**src/rtl/banner_rect_gen_if.sv**
```systemverilog
// ---------------------------------------------------------------------------
// banner_rect_gen_if
// Pixel bus between the VGA pixel counters and the banner rectangle generator.
//   pixelX / pixelY     : current VGA pixel coordinates (from counters)
//   offsetX / offsetY   : pixel position relative to the banner's top-left
//   InsideRectangle     : current pixel lies inside the visible banner
// master = pixel-counter side, slave = rectangle generator.
// ---------------------------------------------------------------------------
interface banner_rect_gen_if;
    logic [10:0] pixelX;
    logic [10:0] pixelY;
    logic [10:0] offsetX;
    logic [10:0] offsetY;
    logic        InsideRectangle;

    modport master (
        output pixelX,
        output pixelY,
        input  offsetX,
        input  offsetY,
        input  InsideRectangle
    );

    modport slave (
        input  pixelX,
        input  pixelY,
        output offsetX,
        output offsetY,
        output InsideRectangle
    );
endinterface

```
**src/rtl/banner_rect_gen.sv**
```systemverilog
// ---------------------------------------------------------------------------
// banner_rect_gen
// Animated rectangle generator for a 64x32 one-bit banner bitmap. On trigger
// the banner slides down one step per frame to its target row, blinks a fixed
// number of times and then holds until cleared.
// Ports:
//   clk, reset      : clock, synchronous active-high reset
//   startOfFrame    : one-cycle pulse at the start of every VGA frame
//   trigger         : one-cycle pulse, start the animation (IDLE only)
//   clear           : one-cycle pulse, hide banner and return to IDLE
//   pix             : pixel bus (pixelX/Y in, offsetX/Y and InsideRectangle
//                     out, registered with one cycle of latency)
//   bannerActive    : animation is running or holding
//   animDone        : animation finished, banner holding
// ---------------------------------------------------------------------------
module banner_rect_gen #(
    parameter int OBJECT_WIDTH  = 64,
    parameter int OBJECT_HEIGHT = 32,
    parameter int TARGET_X      = 288,
    parameter int TARGET_Y      = 224,
    parameter int START_Y       = 0,
    parameter int SLIDE_STEP    = 4,
    parameter int BLINK_FRAMES  = 16,
    parameter int BLINK_COUNT   = 3
) (
    input  logic              clk,
    input  logic              reset,
    input  logic              startOfFrame,
    input  logic              trigger,
    input  logic              clear,
    banner_rect_gen_if.slave  pix,
    output logic              bannerActive,
    output logic              animDone
);

    localparam int FW = $clog2(BLINK_FRAMES + 1);
    localparam int TW = $clog2(2 * BLINK_COUNT + 1);

    localparam logic [10:0] TX      = 11'(TARGET_X);
    localparam logic [10:0] TY      = 11'(TARGET_Y);
    localparam logic [10:0] SY      = 11'(START_Y);
    localparam logic [11:0] X_HI    = 12'(TARGET_X + OBJECT_WIDTH);
    localparam logic [FW-1:0] FRAME_LAST = FW'(BLINK_FRAMES - 1);
    localparam logic [TW-1:0] TOGGLE_END = TW'(2 * BLINK_COUNT);

    typedef enum logic [1:0] {
        S_IDLE,
        S_SLIDE,
        S_BLINK,
        S_HOLD
    } state_t;

    state_t          state_q, state_d;
    logic [10:0]     top_y_q, top_y_d;
    logic            visible_q, visible_d;
    logic [FW-1:0]   frame_cnt_q, frame_cnt_d;
    logic [TW-1:0]   toggle_cnt_q, toggle_cnt_d;

    logic [10:0]     offset_x_q, offset_y_q;
    logic            inside_q;
    logic            active_q, done_q;

    logic [11:0]     step_sum;
    logic [11:0]     y_hi;
    logic            hit;

    // Slide sum kept 12 bits wide so a large step can never wrap past TARGET_Y.
    assign step_sum = {1'b0, top_y_q} + 12'(SLIDE_STEP);

    // ------------------------------------------------------------------
    // Animation FSM, next-state logic. Position/visibility only move on
    // startOfFrame so a frame is never drawn with a half-updated banner.
    // ------------------------------------------------------------------
    always_comb begin
        state_d      = state_q;
        top_y_d      = top_y_q;
        visible_d    = visible_q;
        frame_cnt_d  = frame_cnt_q;
        toggle_cnt_d = toggle_cnt_q;

        if (clear) begin
            state_d      = S_IDLE;
            top_y_d      = SY;
            visible_d    = 1'b0;
            frame_cnt_d  = '0;
            toggle_cnt_d = '0;
        end else begin
            case (state_q)
                S_IDLE: begin
                    visible_d = 1'b0;
                    if (trigger) begin
                        state_d   = S_SLIDE;
                        top_y_d   = SY;
                        visible_d = 1'b1;
                    end
                end
                S_SLIDE: begin
                    if (startOfFrame) begin
                        if (top_y_q == TY) begin
                            state_d      = S_BLINK;
                            frame_cnt_d  = '0;
                            toggle_cnt_d = '0;
                        end else if (step_sum >= {1'b0, TY}) begin
                            top_y_d = TY;
                        end else begin
                            top_y_d = step_sum[10:0];
                        end
                    end
                end
                S_BLINK: begin
                    if (startOfFrame) begin
                        if (frame_cnt_q == FRAME_LAST) begin
                            frame_cnt_d  = '0;
                            visible_d    = ~visible_q;
                            toggle_cnt_d = toggle_cnt_q + 1'b1;
                            // Even toggle count means visible again: done.
                            if (toggle_cnt_q + 1'b1 == TOGGLE_END) begin
                                state_d = S_HOLD;
                            end
                        end else begin
                            frame_cnt_d = frame_cnt_q + 1'b1;
                        end
                    end
                end
                S_HOLD: begin
                    visible_d = 1'b1;
                end
                default: begin
                    state_d   = S_IDLE;
                    visible_d = 1'b0;
                end
            endcase
        end
    end

    // ------------------------------------------------------------------
    // Pixel hit test against the registered position; upper bounds 12 bits.
    // ------------------------------------------------------------------
    assign y_hi = {1'b0, top_y_q} + 12'(OBJECT_HEIGHT);
    assign hit  = visible_q
               && (pix.pixelX >= TX)
               && ({1'b0, pix.pixelX} < X_HI)
               && (pix.pixelY >= top_y_q)
               && ({1'b0, pix.pixelY} < y_hi);

    always_ff @(posedge clk) begin
        if (reset) begin
            state_q      <= S_IDLE;
            top_y_q      <= SY;
            visible_q    <= 1'b0;
            frame_cnt_q  <= '0;
            toggle_cnt_q <= '0;
            offset_x_q   <= '0;
            offset_y_q   <= '0;
            inside_q     <= 1'b0;
            active_q     <= 1'b0;
            done_q       <= 1'b0;
        end else begin
            state_q      <= state_d;
            top_y_q      <= top_y_d;
            visible_q    <= visible_d;
            frame_cnt_q  <= frame_cnt_d;
            toggle_cnt_q <= toggle_cnt_d;
            inside_q     <= hit;
            offset_x_q   <= hit ? pix.pixelX - TX      : '0;
            offset_y_q   <= hit ? pix.pixelY - top_y_q : '0;
            active_q     <= (state_d != S_IDLE);
            done_q       <= (state_d == S_HOLD);
        end
    end

    assign pix.offsetX         = offset_x_q;
    assign pix.offsetY         = offset_y_q;
    assign pix.InsideRectangle = inside_q;
    assign bannerActive        = active_q;
    assign animDone            = done_q;

endmodule

```
**src/flat_wrapper.sv**
```systemverilog
// flat-port wrapper written by rule: the top's interface ports become plain ports
module banner_rect_gen_flat 
#(
    parameter int OBJECT_WIDTH  = 64,
    parameter int OBJECT_HEIGHT = 32,
    parameter int TARGET_X      = 288,
    parameter int TARGET_Y      = 224,
    parameter int START_Y       = 0,
    parameter int SLIDE_STEP    = 4,
    parameter int BLINK_FRAMES  = 16,
    parameter int BLINK_COUNT   = 3
)
  (clk, reset, startOfFrame, trigger, clear, bannerActive, animDone, pix_pixelX, pix_pixelY, pix_offsetX, pix_offsetY, pix_InsideRectangle);
  banner_rect_gen_if pix_i ();
  input  logic clk;
  input  logic reset;
  input  logic startOfFrame;
  input  logic trigger;
  input  logic clear;
  output logic bannerActive;
  output logic animDone;
  input wire logic [$bits(pix_i.pixelX)-1:0] pix_pixelX;
  input wire logic [$bits(pix_i.pixelY)-1:0] pix_pixelY;
  output wire logic [$bits(pix_i.offsetX)-1:0] pix_offsetX;
  output wire logic [$bits(pix_i.offsetY)-1:0] pix_offsetY;
  output wire logic [$bits(pix_i.InsideRectangle)-1:0] pix_InsideRectangle;
  assign pix_i.pixelX = pix_pixelX;
  assign pix_i.pixelY = pix_pixelY;
  assign pix_offsetX = pix_i.offsetX;
  assign pix_offsetY = pix_i.offsetY;
  assign pix_InsideRectangle = pix_i.InsideRectangle;
  banner_rect_gen #(.OBJECT_WIDTH(OBJECT_WIDTH), .OBJECT_HEIGHT(OBJECT_HEIGHT), .TARGET_X(TARGET_X), .TARGET_Y(TARGET_Y), .START_Y(START_Y), .SLIDE_STEP(SLIDE_STEP), .BLINK_FRAMES(BLINK_FRAMES), .BLINK_COUNT(BLINK_COUNT)) u_core (.clk(clk), .reset(reset), .startOfFrame(startOfFrame), .trigger(trigger), .clear(clear), .pix(pix_i), .bannerActive(bannerActive), .animDone(animDone));
endmodule
```
**config.mk**
```make
export PLATFORM = sky130hd
export DESIGN_NAME = banner_rect_gen_flat
export DESIGN_NICKNAME = d
export VERILOG_FILES = /design/src/rtl/banner_rect_gen_if.sv /design/src/rtl/banner_rect_gen.sv /design/src/flat_wrapper.sv
export SDC_FILE = /design/constraint.sdc
export NUM_CORES = 1
export LEC_CHECK = 0
export BUFFER_PORTS_ARGS = -buffer_cell sky130_fd_sc_hd__buf_2
export CAP_MARGIN = 20
export CORE_UTILIZATION = 37
export DETAILED_ROUTE_END_ITERATION = 12
export MAX_ROUTING_LAYER = met4
export SKIP_CTS_REPAIR_TIMING = 1
export SLEW_MARGIN = 0
export SYNTH_ARGS = -nofsm -noshare
export SYNTH_HDL_FRONTEND = slang
export SYNTH_SLANG_ARGS = --single-unit
```
**constraint.sdc**
```tcl
create_clock -name clk -period 2.81 [get_ports clk]
set_input_delay 0.1405 -clock clk [delete_from_list [all_inputs] [get_ports clk]]
set_output_delay 0.1405 -clock clk [all_outputs]
set_load 0.005 [all_outputs]
```
== After elaboration in Yosys (flattened, before gate mapping) ==
Cells that the tools add are included.

* Bits in registers: 47
* Word-level logic and storage cells: 78
* Output and inout bits: 25

* Bitwise logic cells: 2
* Magnitude comparators: 5
* Add/subtract/negate cells: 6
* Reduce and logical (&&, ||, !) cells: 15
* Mux-type cells: 27
* Eq/ne operators: 13

{| class="wikitable"
|+ Operators with widths
! cell !! number
|-
| $mux W11 || 4
|-
| $pmux W11 S2 || 1
|-
| $mux W5 || 4
|-
| $mux W2 || 7
|-
| $add A11 B3 Y12 const B || 1
|-
| $add A11 B6 Y12 const B || 1
|-
| $ge A12 B8 Y1 const B || 1
|-
| $lt A11 B12 Y1 || 1
|-
| $mux W3 || 4
|-
| $eq A11 B8 Y1 const B || 1
|-
| $ge A11 B11 Y1 || 1
|-
| $ge A11 B9 Y1 const B || 1
|-
| $lt A11 B9 Y1 const B || 1
|-
| $sub A11 B11 Y11 || 1
|-
| $sub A11 B9 Y11 const B || 1
|-
| $pmux W5 S2 || 1
|-
| $ne A2 B2 Y1 const B || 4
|-
| $reduce_and A4 Y1 || 2
|-
| $eq A2 B2 Y1 const B || 3
|-
| $pmux W2 S3 || 1
|-
| $pmux W3 S2 || 1
|-
| $reduce_bool A2 Y1 || 3
|-
| $add A5 B1 Y5 const B || 1
|-
| $eq A5 B4 Y1 const B || 1
|-
| other kinds (13) || 21
|}

== Logic depth before layout (Yosys ltp) ==
Gate-level depths: netlist of the first run.

* Depth in word-level cells: 8
* Mapped depth: 11
* Depth with buffers taken out: 9

== Worst setup path after synthesis of the first run ==
OpenSTA, ideal clock, no wires.

* Kind: register -> register
* Start: register u_core.top_y_q[5]
* End: register u_core.offset_y_q[4], in the netlist u_core.pix.offsetY[4]
* Arrival: 2,290 ps
* Cell stages (with the launch flop): 10
* Path buffers: 1
* Slack: 428 ps
* Cells stage by stage: dfxtp_1 ha_1 xnor2_1 ha_1 a21o_1 a21o_1 a2111oi_0 a21oi_1 buf_2 nor4_1

* Word-level cells in the longest chain between the ends: 5

{| class="wikitable"
|+ Ends and longest elaborated chain
! item !! RTL line !! text
|-
| from (decl) || banner_rect_gen.sv:54 || <nowiki>logic [10:0] top_y_q, top_y_d;</nowiki>
|-
| from (signal assigned) || banner_rect_gen.sv:160 || <nowiki>top_y_q <= top_y_d;</nowiki>
|-
| $add A11 B6 Y12 or $ge A11 B11 Y1 (tied branches) || banner_rect_gen.sv:139, banner_rect_gen.sv:143 ||
|-
| $lt A11 B12 Y1 or $logic_and A1 B1 Y1 (tied branches) || banner_rect_gen.sv:144, banner_rect_gen.sv:143 ||
|-
| $logic_and A1 B1 Y1 * || banner_rect_gen.sv:144 || <nowiki>&& ({1'b0, pix.pixelY} < y_hi);</nowiki>
|-
| $not A1 Y1 (no line) * || -- ||
|-
| $reduce_or A2 Y1 (no line) * || -- ||
|-
| to (signal assigned) || banner_rect_gen.sv:166 || <nowiki>offset_y_q <= hit ? pix.pixelY - top_y_q : '0;</nowiki>
|-
| to (decl) || banner_rect_gen.sv:59 || <nowiki>logic [10:0] offset_x_q, offset_y_q;</nowiki>
|}

Mark *: on every way between the ends. The rest lies on a longest branch, timed or not.
A chain may end at the register's enable or synchronous reset.

== Worst setup path after layout of the first run ==
* Start: register u_core.top_y_q[5]
* End: register u_core.offset_y_q[6], in the netlist u_core.pix.offsetY[6]

* Word-level cells in the longest chain between the ends: 5

{| class="wikitable"
|+ Ends and longest elaborated chain
! item !! RTL line
|-
| $add A11 B6 Y12 or $ge A11 B11 Y1 (tied branches) || banner_rect_gen.sv:139, banner_rect_gen.sv:143
|-
| $lt A11 B12 Y1 or $logic_and A1 B1 Y1 (tied branches) || banner_rect_gen.sv:144, banner_rect_gen.sv:143
|-
| $logic_and A1 B1 Y1 || banner_rect_gen.sv:144
|-
| $not A1 Y1 (no line) || --
|-
| $reduce_or A2 Y1 (no line) || --
|}

Several ways; a longest one is shown, not always the timed one.

==> summary.txt, run 1 <==
TIMING
--------------------------------------------------------------------------------
Final setup violation count .......................................            0
Number of pins exceeding their max-slew limit in the final report .            0
Transition at the pin with the smallest max-transition slack ......       600 ps
Final hold violation count ........................................            0
Final min period ..................................................      2490 ps
Setup TNS .........................................................         0 ps
Max_slew headroom .................................................        59.9%
Maximum clock rate ................................................      402 MHz
Maximum clock skew at final layout ................................      7.48 ps
RSZ-0062 raised after global routing ..............................        false
Final worst-path cycle share ......................................        88.6%
Smallest setup slack after layout .................................       320 ps

ROUTE
--------------------------------------------------------------------------------
Via-per-instance ratio ............................................         5.05
DR WL/cell ........................................................      12.4 um
Violation count after the first detailed-route iteration ..........           60
Via total after detailed routing ..................................        2,287
Total Wirelength ..................................................      5600 um
Total DRC errors in the routed layout .............................            0
Total iterations of the first detailed-routing run ................            4
Antenna violation net count after detailed routing ................            0

LOGIC SYNTHESIS
--------------------------------------------------------------------------------
Largest cells by area after synthesis ............................. sky130_fd_sc_hd__dfxtp_1 (34%), sky130_fd_sc_hd__ha_1 (13%), sky130_fd_sc_hd__nor3_1 (4.4%)
Number of flops mapped to enable cells by yosys ...................            0
Cell with the most instances after synthesis ...................... sky130_fd_sc_hd__dfxtp_1
Synthesized area per cell .........................................     8.53 um2
Dominant cell type by area after synthesis ........................ sky130_fd_sc_hd__dfxtp_1
Post-synthesis cell area ..........................................     2630 um2
Count of yosys warnings during synthesis ..........................            0
Primary flip-flop cell chosen by synthesis mapping ................ sky130_fd_sc_hd__dfxtp_1
Gate count after technology mapping ...............................          308
Top cells by count, synth ......................................... sky130_fd_sc_hd__dfxtp_1 (45), sky130_fd_sc_hd__nor2_1 (28), sky130_fd_sc_hd__ha_1 (27), sky130_fd_sc_hd__nor3_1 (23), sky130_fd_sc_hd__inv_1 (20)
Area share of the leading cell type in the synthesized netlist ....        34.3%
Async set-or-reset flop fraction in the synthesized netlist .......           0%
Share of the yosys chip area belonging to registers ...............        34.3%
Flop and latch count out of synthesis .............................           45
Count of unique library cells instantiated by Yosys ...............           54
Total nets after synthesis ........................................          362

FLOORPLANNING
--------------------------------------------------------------------------------
Initial core utilization ..........................................        38.5%
Number of cell rows ...............................................           30
Floorplan core area ...............................................     6830 um2
Number of I/O pins ................................................           52
Horizontal die dimension ..........................................      86.3 um
Area of the die ...................................................     7450 um2
Chip Height .......................................................      86.3 um

WORST SETUP PATH
--------------------------------------------------------------------------------
Nature of the critical path startpoint ............................     register
Largest fanout of any net on the critical path ....................           16
CP Class ..........................................................   reg -> reg
Sequence of cells on the critical path ............................ ha_1 > xnor2_1 > ha_1 > a21o_1 > a21o_1 > a2111oi_2 > a21oi_1 > buf_4 > nor4b_1
Required time of the critical path ................................      3010 ps
Data arrival time of the critical path ............................      2690 ps
Slowest cell delay on critical path ...............................       380 ps
Endpoint class of the critical path ...............................     register
Slowest cell on the critical path ................................. sky130_fd_sc_hd__dfxtp_2

PWR
--------------------------------------------------------------------------------
Internal Dissipation ..............................................       877 uW
Switching fraction of total power .................................        26.4%
Power spent charging and discharging nets .........................       314 uW
Peak supply drop ..................................................       225 uV
Leakage power .....................................................      1.22 nW
PD cells ..........................................................   390 nW/um2
Clock network fraction of design power ............................        34.3%
Power share of the combinational group ............................        11.8%
Power share of the sequential group ...............................        53.9%

CLOCK NETWORK
--------------------------------------------------------------------------------
TritonCTS buffer count ............................................            5
Reg clk slew, reported paths ......................................        90 ps
H-tree depth ......................................................            2
Clock network latency to the later pin of the worst-skew pair .....       290 ps
Number of sinks handled by clock tree synthesis ...................           45
Buffer type at the clock tree root ................................ sky130_fd_sc_hd__clkbuf_8
Max Buffers Root-to-Sink ..........................................            2
Clock tree from TritonCTS .........................................        built

PLACEMENT
--------------------------------------------------------------------------------
Half-perimeter wire length after placement ........................      4270 um
Count of buffers inserted at the top-level ports ..................           51
Worst slack at placement ..........................................       174 ps
Global placement routability congestion ...........................        0.827

GLOBAL ROUTING
--------------------------------------------------------------------------------
Initial antenna violation count ...................................            0
Met3 Track Usage GR ...............................................        2.95%
First-pass GRT wire length ........................................      9140 um
Met2 track demand over resource ...................................        26.5%
Busiest grt layer .................................................         met2
Number of global-route vias before repair .........................        2,055
GRT Resource Usage Total ..........................................        15.7%
Maximum number of pins on one net before global-route repair ......           24
Grt ovf ...........................................................            0
Routing usage on met1 .............................................        19.4%

OUTCOME
--------------------------------------------------------------------------------
Outcome ........................................................... finished clean

LAYOUT
--------------------------------------------------------------------------------
Area Growth Syn to Fin ............................................        16.0%
Sequential standard cell area .....................................      903 um2
Total inserted antenna cells ......................................            0
Footprint of the multi-input gates ................................     1590 um2
Net count of the finished layout ..................................          410
Filler cell count .................................................          728
Fraction of layout cells with a size suffix above 1 ...............        22.4%

WORST HOLD PATH
--------------------------------------------------------------------------------
Class of the tightest hold or removal check .......................    in -> reg

JOB
--------------------------------------------------------------------------------
Max-capacitance violation count ...................................            0

metrics by stage:
stage	cells	utilization (%)	hold WS (ps)	cell area, um2	total power [mW]
final	453	44.6	85.5	3050	1.19
after global routing	453	44.6	78.9	3050	1.25
after CTS	453	44.4	72.5	3030	1.21
after detailed placement	445	43.1	399	2940	0.795
after global placement	445	43.1	392	2940	0.794
after floorplan	308	-	220	2630	0.749
cell families (layout without fill, tap and decap cells):
kind of cell    after synthesis  after routing  share of synthesized area, %
flops                        45             45                          34.3
buf+inv                      32             81                          5.71
xor+xnor                     14             14                          4.66
other cells                   1              1                         0.143
mux                           1              1                         0.381
compound gates               62             62                          16.2
simple gates                126            126                          25.8
fa+ha+maj                    27             27                          12.9
worst max-delay path, delay by kind of cell (launching register included):
family | cells | cell delay [ps]
adder cells (fa/ha/maj) | 2 | 530
flip-flops | 1 | 380
AO/OA/AOI/OAI | 4 | 860
XOR/XNOR | 1 | 130
AND/OR/NAND/NOR | 1 | 290
buffers and inverters | 1 | 210
sequential cells by signal, indices dropped and copies added (netlist names):
signal                      flops
u_core.toggle_cnt_q             3
u_core.bannerActive             1
u_core.visible_q                1
u_core.frame_cnt_q              5
u_core.animDone                 1
u_core.pix.offsetY             11
u_core.state_q                  2
u_core.pix.offsetX             11
u_core.pix.InsideRectangle      1
u_core.top_y_q                  9
worst paths after layout:
check	startpoint	endpoint	slack (ps)	cells past startpoint
setup / recovery	u_core.top_y_q[5]$_SDFFE_PP0P_	u_core.pix.offsetY[6]$_SDFF_PP0_	320	9
hold / removal	pix_pixelX[5]	u_core.pix.offsetX[5]$_SDFF_PP0_	90	2
setup reg to reg	u_core.top_y_q[5]$_SDFFE_PP0P_	u_core.pix.offsetY[6]$_SDFF_PP0_	320	9
hold reg to reg	u_core.frame_cnt_q[4]$_SDFFE_PP0P_	u_core.frame_cnt_q[4]$_SDFFE_PP0P_	460	2
cells in the final DEF (no fill, tap or decap), drive strengths merged, types with 6 or more instances in the layout:
cell	Yosys	layout
nor4	7	7
nor3	23	23
xnor2	8	8
nor2b	6	6
nor3b	7	7
nand2	18	18
dfxtp	45	45
nand2b	6	6
nor2	28	28
buf	7	53
inv	20	21
xor2	6	6
a21oi	16	16
nand3	12	12
ha	27	27
o21ai	16	16
cell type report:
cell class / count / share of cell area (%)
multi-input cells: 231 / 52.2
flip-flops and latches: 45 / 29.6
repair buffers: 53 / 8.86
well taps: 96 / 3.94
inverters: 20 / 2.46
clock buffers: 5 / 2.26
clock inverters: 3 / 0.698
power by group through the flow:
stage	Clock, mW	Combinational (mW)	Sequential [mW]
detailed placement	0	0.138	0.657
finish	0.409	0.140	0.642
global placement	0	0.138	0.657
CTS	0.426	0.139	0.642
floorplan	0	0.0933	0.655
global route	0.452	0.158	0.642
metal layers:
metal | routed length (um) | share of wire (%) | vias to the layer above
met4 | 44 | 0.79 | 0
met1 | 2730 | 49 | 1055
met5 | 0 | 0 | -
met2 | 2630 | 47 | 40
li1 | - | - | 1188
met3 | 199 | 3.6 | 4
No activity file was read; power rests on OpenSTA's default activity.
==> inputs of run 2 (changes only) <==
Settings changed: CORE_MARGIN set to 1.5.
==> run 2 against run 1 <==
Via count decreased by 1.2%. Maximum frequency decreased by 2.2%. Critical endpoint unchanged. Flip-flop and latch count unchanged. Count of clock-buffer cells in the layout increased by 1. Global-route usage decreased by 0.35 points.
==> summary.txt, run 2 (synthesis gave the netlist of run 1 again) <==
CLOCK NETWORK
--------------------------------------------------------------------------------
Reg clk slew, reported paths ......................................        90 ps
Number of sinks handled by clock tree synthesis ...................           45
Buffer type at the clock tree root ................................ sky130_fd_sc_hd__clkbuf_8
H-tree depth ......................................................            2
Max Buffers Root-to-Sink ..........................................            2
TritonCTS buffer count ............................................            5
Clock tree from TritonCTS .........................................        built
Clock network latency to the later pin of the worst-skew pair .....       300 ps

GLOBAL ROUTING
--------------------------------------------------------------------------------
Initial antenna violation count ...................................            0
Maximum number of pins on one net before global-route repair ......           24
Grt ovf ...........................................................            0
Number of global-route vias before repair .........................        2,021
First-pass GRT wire length ........................................      9150 um
GRT Resource Usage Total ..........................................        15.4%

FLOORPLANNING
--------------------------------------------------------------------------------
Number of cell rows ...............................................           30
Area of the die ...................................................     7620 um2
Floorplan core area ...............................................     6830 um2
Initial core utilization ..........................................        38.5%
Number of I/O pins ................................................           52
Chip Height .......................................................      87.3 um
Horizontal die dimension ..........................................      87.3 um

ROUTE
--------------------------------------------------------------------------------
Total Wirelength ..................................................      5640 um
DR WL/cell ........................................................      12.5 um
Total iterations of the first detailed-routing run ................            4
Via total after detailed routing ..................................        2,259
Antenna violation net count after detailed routing ................            0
Violation count after the first detailed-route iteration ..........           64
Total DRC errors in the routed layout .............................            0
Via-per-instance ratio ............................................         4.99

LAYOUT
--------------------------------------------------------------------------------
Total inserted antenna cells ......................................            0
Most common cell after layout, fill and taps aside ................ sky130_fd_sc_hd__buf_2
Area Growth Syn to Fin ............................................        16.2%
Footprint of the multi-input gates ................................     1580 um2
Sequential standard cell area .....................................      902 um2
Final core utilization ............................................        44.7%
Filler cell count .................................................          724
Most frequent cells in the layout ................................. sky130_fd_sc_hd__buf_2 (51), sky130_fd_sc_hd__dfxtp_1 (44), sky130_fd_sc_hd__nor2_1 (28)
Fraction of layout cells with a size suffix above 1 ...............        21.6%
Net count of the finished layout ..................................          410

OUTCOME
--------------------------------------------------------------------------------
Outcome ........................................................... finished clean

TIMING
--------------------------------------------------------------------------------
RSZ-0062 raised after global routing ..............................        false
Max_slew headroom .................................................        62.2%
Final min period ..................................................      2550 ps
Transition at the pin with the smallest max-transition slack ......       565 ps
Final worst-path cycle share ......................................        90.6%
Final setup violation count .......................................            0
Final hold violation count ........................................            0
Setup TNS .........................................................         0 ps
Number of pins exceeding their max-slew limit in the final report .            0
Smallest setup slack after layout .................................       265 ps
Maximum clock skew at final layout ................................      11.3 ps
Maximum clock rate ................................................      393 MHz

PWR
--------------------------------------------------------------------------------
Switching fraction of total power .................................        25.3%
Internal Dissipation ..............................................       900 uW
Power spent charging and discharging nets .........................       306 uW
Peak supply drop ..................................................       219 uV
Clock network fraction of design power ............................        35.0%
PD cells ..........................................................   395 nW/um2
Power share of the sequential group ...............................        53.2%
Power share of the combinational group ............................        11.8%
Total power .......................................................      1.21 mW
Leakage power .....................................................      1.23 nW

WORST SETUP PATH
--------------------------------------------------------------------------------
Sequence of cells on the critical path ............................ ha_1 > xnor2_1 > ha_1 > a21o_1 > a21o_1 > a2111oi_0 > a21oi_1 > buf_12 > nor4b_1
Endpoint class of the critical path ...............................     register
Family with the most delay on the worst path ...................... compound AO/OA/AOI/OAI gates
CP Class ..........................................................   reg -> reg
Path length in cells of the critical path .........................            9
Data arrival time of the critical path ............................      2750 ps
Required time of the critical path ................................      3010 ps
Launching point of the worst reg2reg path ......................... u_core.top_y_q[6]$_SDFFE_PP0P_
Beginning of the critical path .................................... u_core.top_y_q[6]$_SDFFE_PP0P_
Slowest cell on the critical path ................................. sky130_fd_sc_hd__dfxtp_1
Nature of the critical path startpoint ............................     register
Slack of the worst reg-to-reg path ................................       260 ps
Slowest cell delay on critical path ...............................       460 ps
Largest fanout of any net on the critical path ....................           23
R2R cell count ....................................................            9
Endpoint of the worst register-to-register path ................... u_core.pix.offsetY[6]$_SDFF_PP0_
Capturing element of the worst setup path ......................... u_core.pix.offsetY[6]$_SDFF_PP0_
Crit path buffers/inverters .......................................            1

PLACEMENT
--------------------------------------------------------------------------------
Worst slack at placement ..........................................       219 ps
Count of buffers inserted at the top-level ports ..................           51
Half-perimeter wire length after placement ........................      4430 um
Global placement routability congestion ...........................        0.795

WORST HOLD PATH
--------------------------------------------------------------------------------
Class of the tightest hold or removal check .......................    in -> reg

JOB
--------------------------------------------------------------------------------
Max-capacitance violation count ...................................            0

==> run 2: changes by cell type in the layout (fill, tap and decap cells not counted), sizes merged <==
cell	change
clkinvlp	-1
clkinv	+1
inv	-1
clkbuf	+1
==> run 2: worst min path at each step <==
| stage | from | to | slack, ps | cells after the start |
|---|---|---|---|---|
| 3_5_place_dp | pix_pixelX[5] | u_core.pix.offsetX[5]$_SDFF_PP0_ | 390 | 2 |
| 3_3_place_gp | pix_pixelX[5] | u_core.pix.offsetX[5]$_SDFF_PP0_ | 390 | 2 |
| 2_1_floorplan | pix_pixelX[5] | u_core.pix.offsetX[5]$_SDFF_PP0_ | 220 | 1 |
| 5_1_grt | pix_pixelY[0] | u_core.pix.offsetY[0]$_SDFF_PP0_ | 80 | 2 |
| 4_1_cts | pix_pixelX[5] | u_core.pix.offsetX[5]$_SDFF_PP0_ | 60 | 2 |
| 6_report | pix_pixelX[5] | u_core.pix.offsetX[5]$_SDFF_PP0_ | 70 | 2 |
==> run 2: power groups by stage <==
stage	clock (mW)	combinational [mW]	sequential [mW]
final	0.422	0.142	0.642
after global routing	0.459	0.160	0.643
after CTS	0.439	0.142	0.642
after detailed placement	0	0.142	0.657
after global placement	0	0.139	0.657
after floorplan	0	0.0933	0.655
==> run 2: area by class of cell <==
cell class,instances,area share (%)
inverters,20,2.46
flip-flops and latches,45,29.5
clock inverters,2,0.451
repair buffers,53,9.26
clock buffers,6,2.70
multi-input cells,231,51.7
well taps,96,3.93
==> run 2: stage by stage <==
stage / cell area (um2) / instances / hold WS, ps
floorplan: 2630 / 308 / 220
CTS: 3050 / 453 / 64.8
finish: 3050 / 453 / 70.7
global route: 3050 / 453 / 82.6
global placement: 2960 / 445 / 390
detailed placement: 2960 / 445 / 393
==> run 2: metal layers <==
layer	vias to the layer above	track usage [%]	part of all wire, %
li1	1188	-	-
met1	1022	20.3	49
met2	45	24.6	47
met3	4	3.03	3.7
met4	0	2.60	0.32
met5	-	-	0
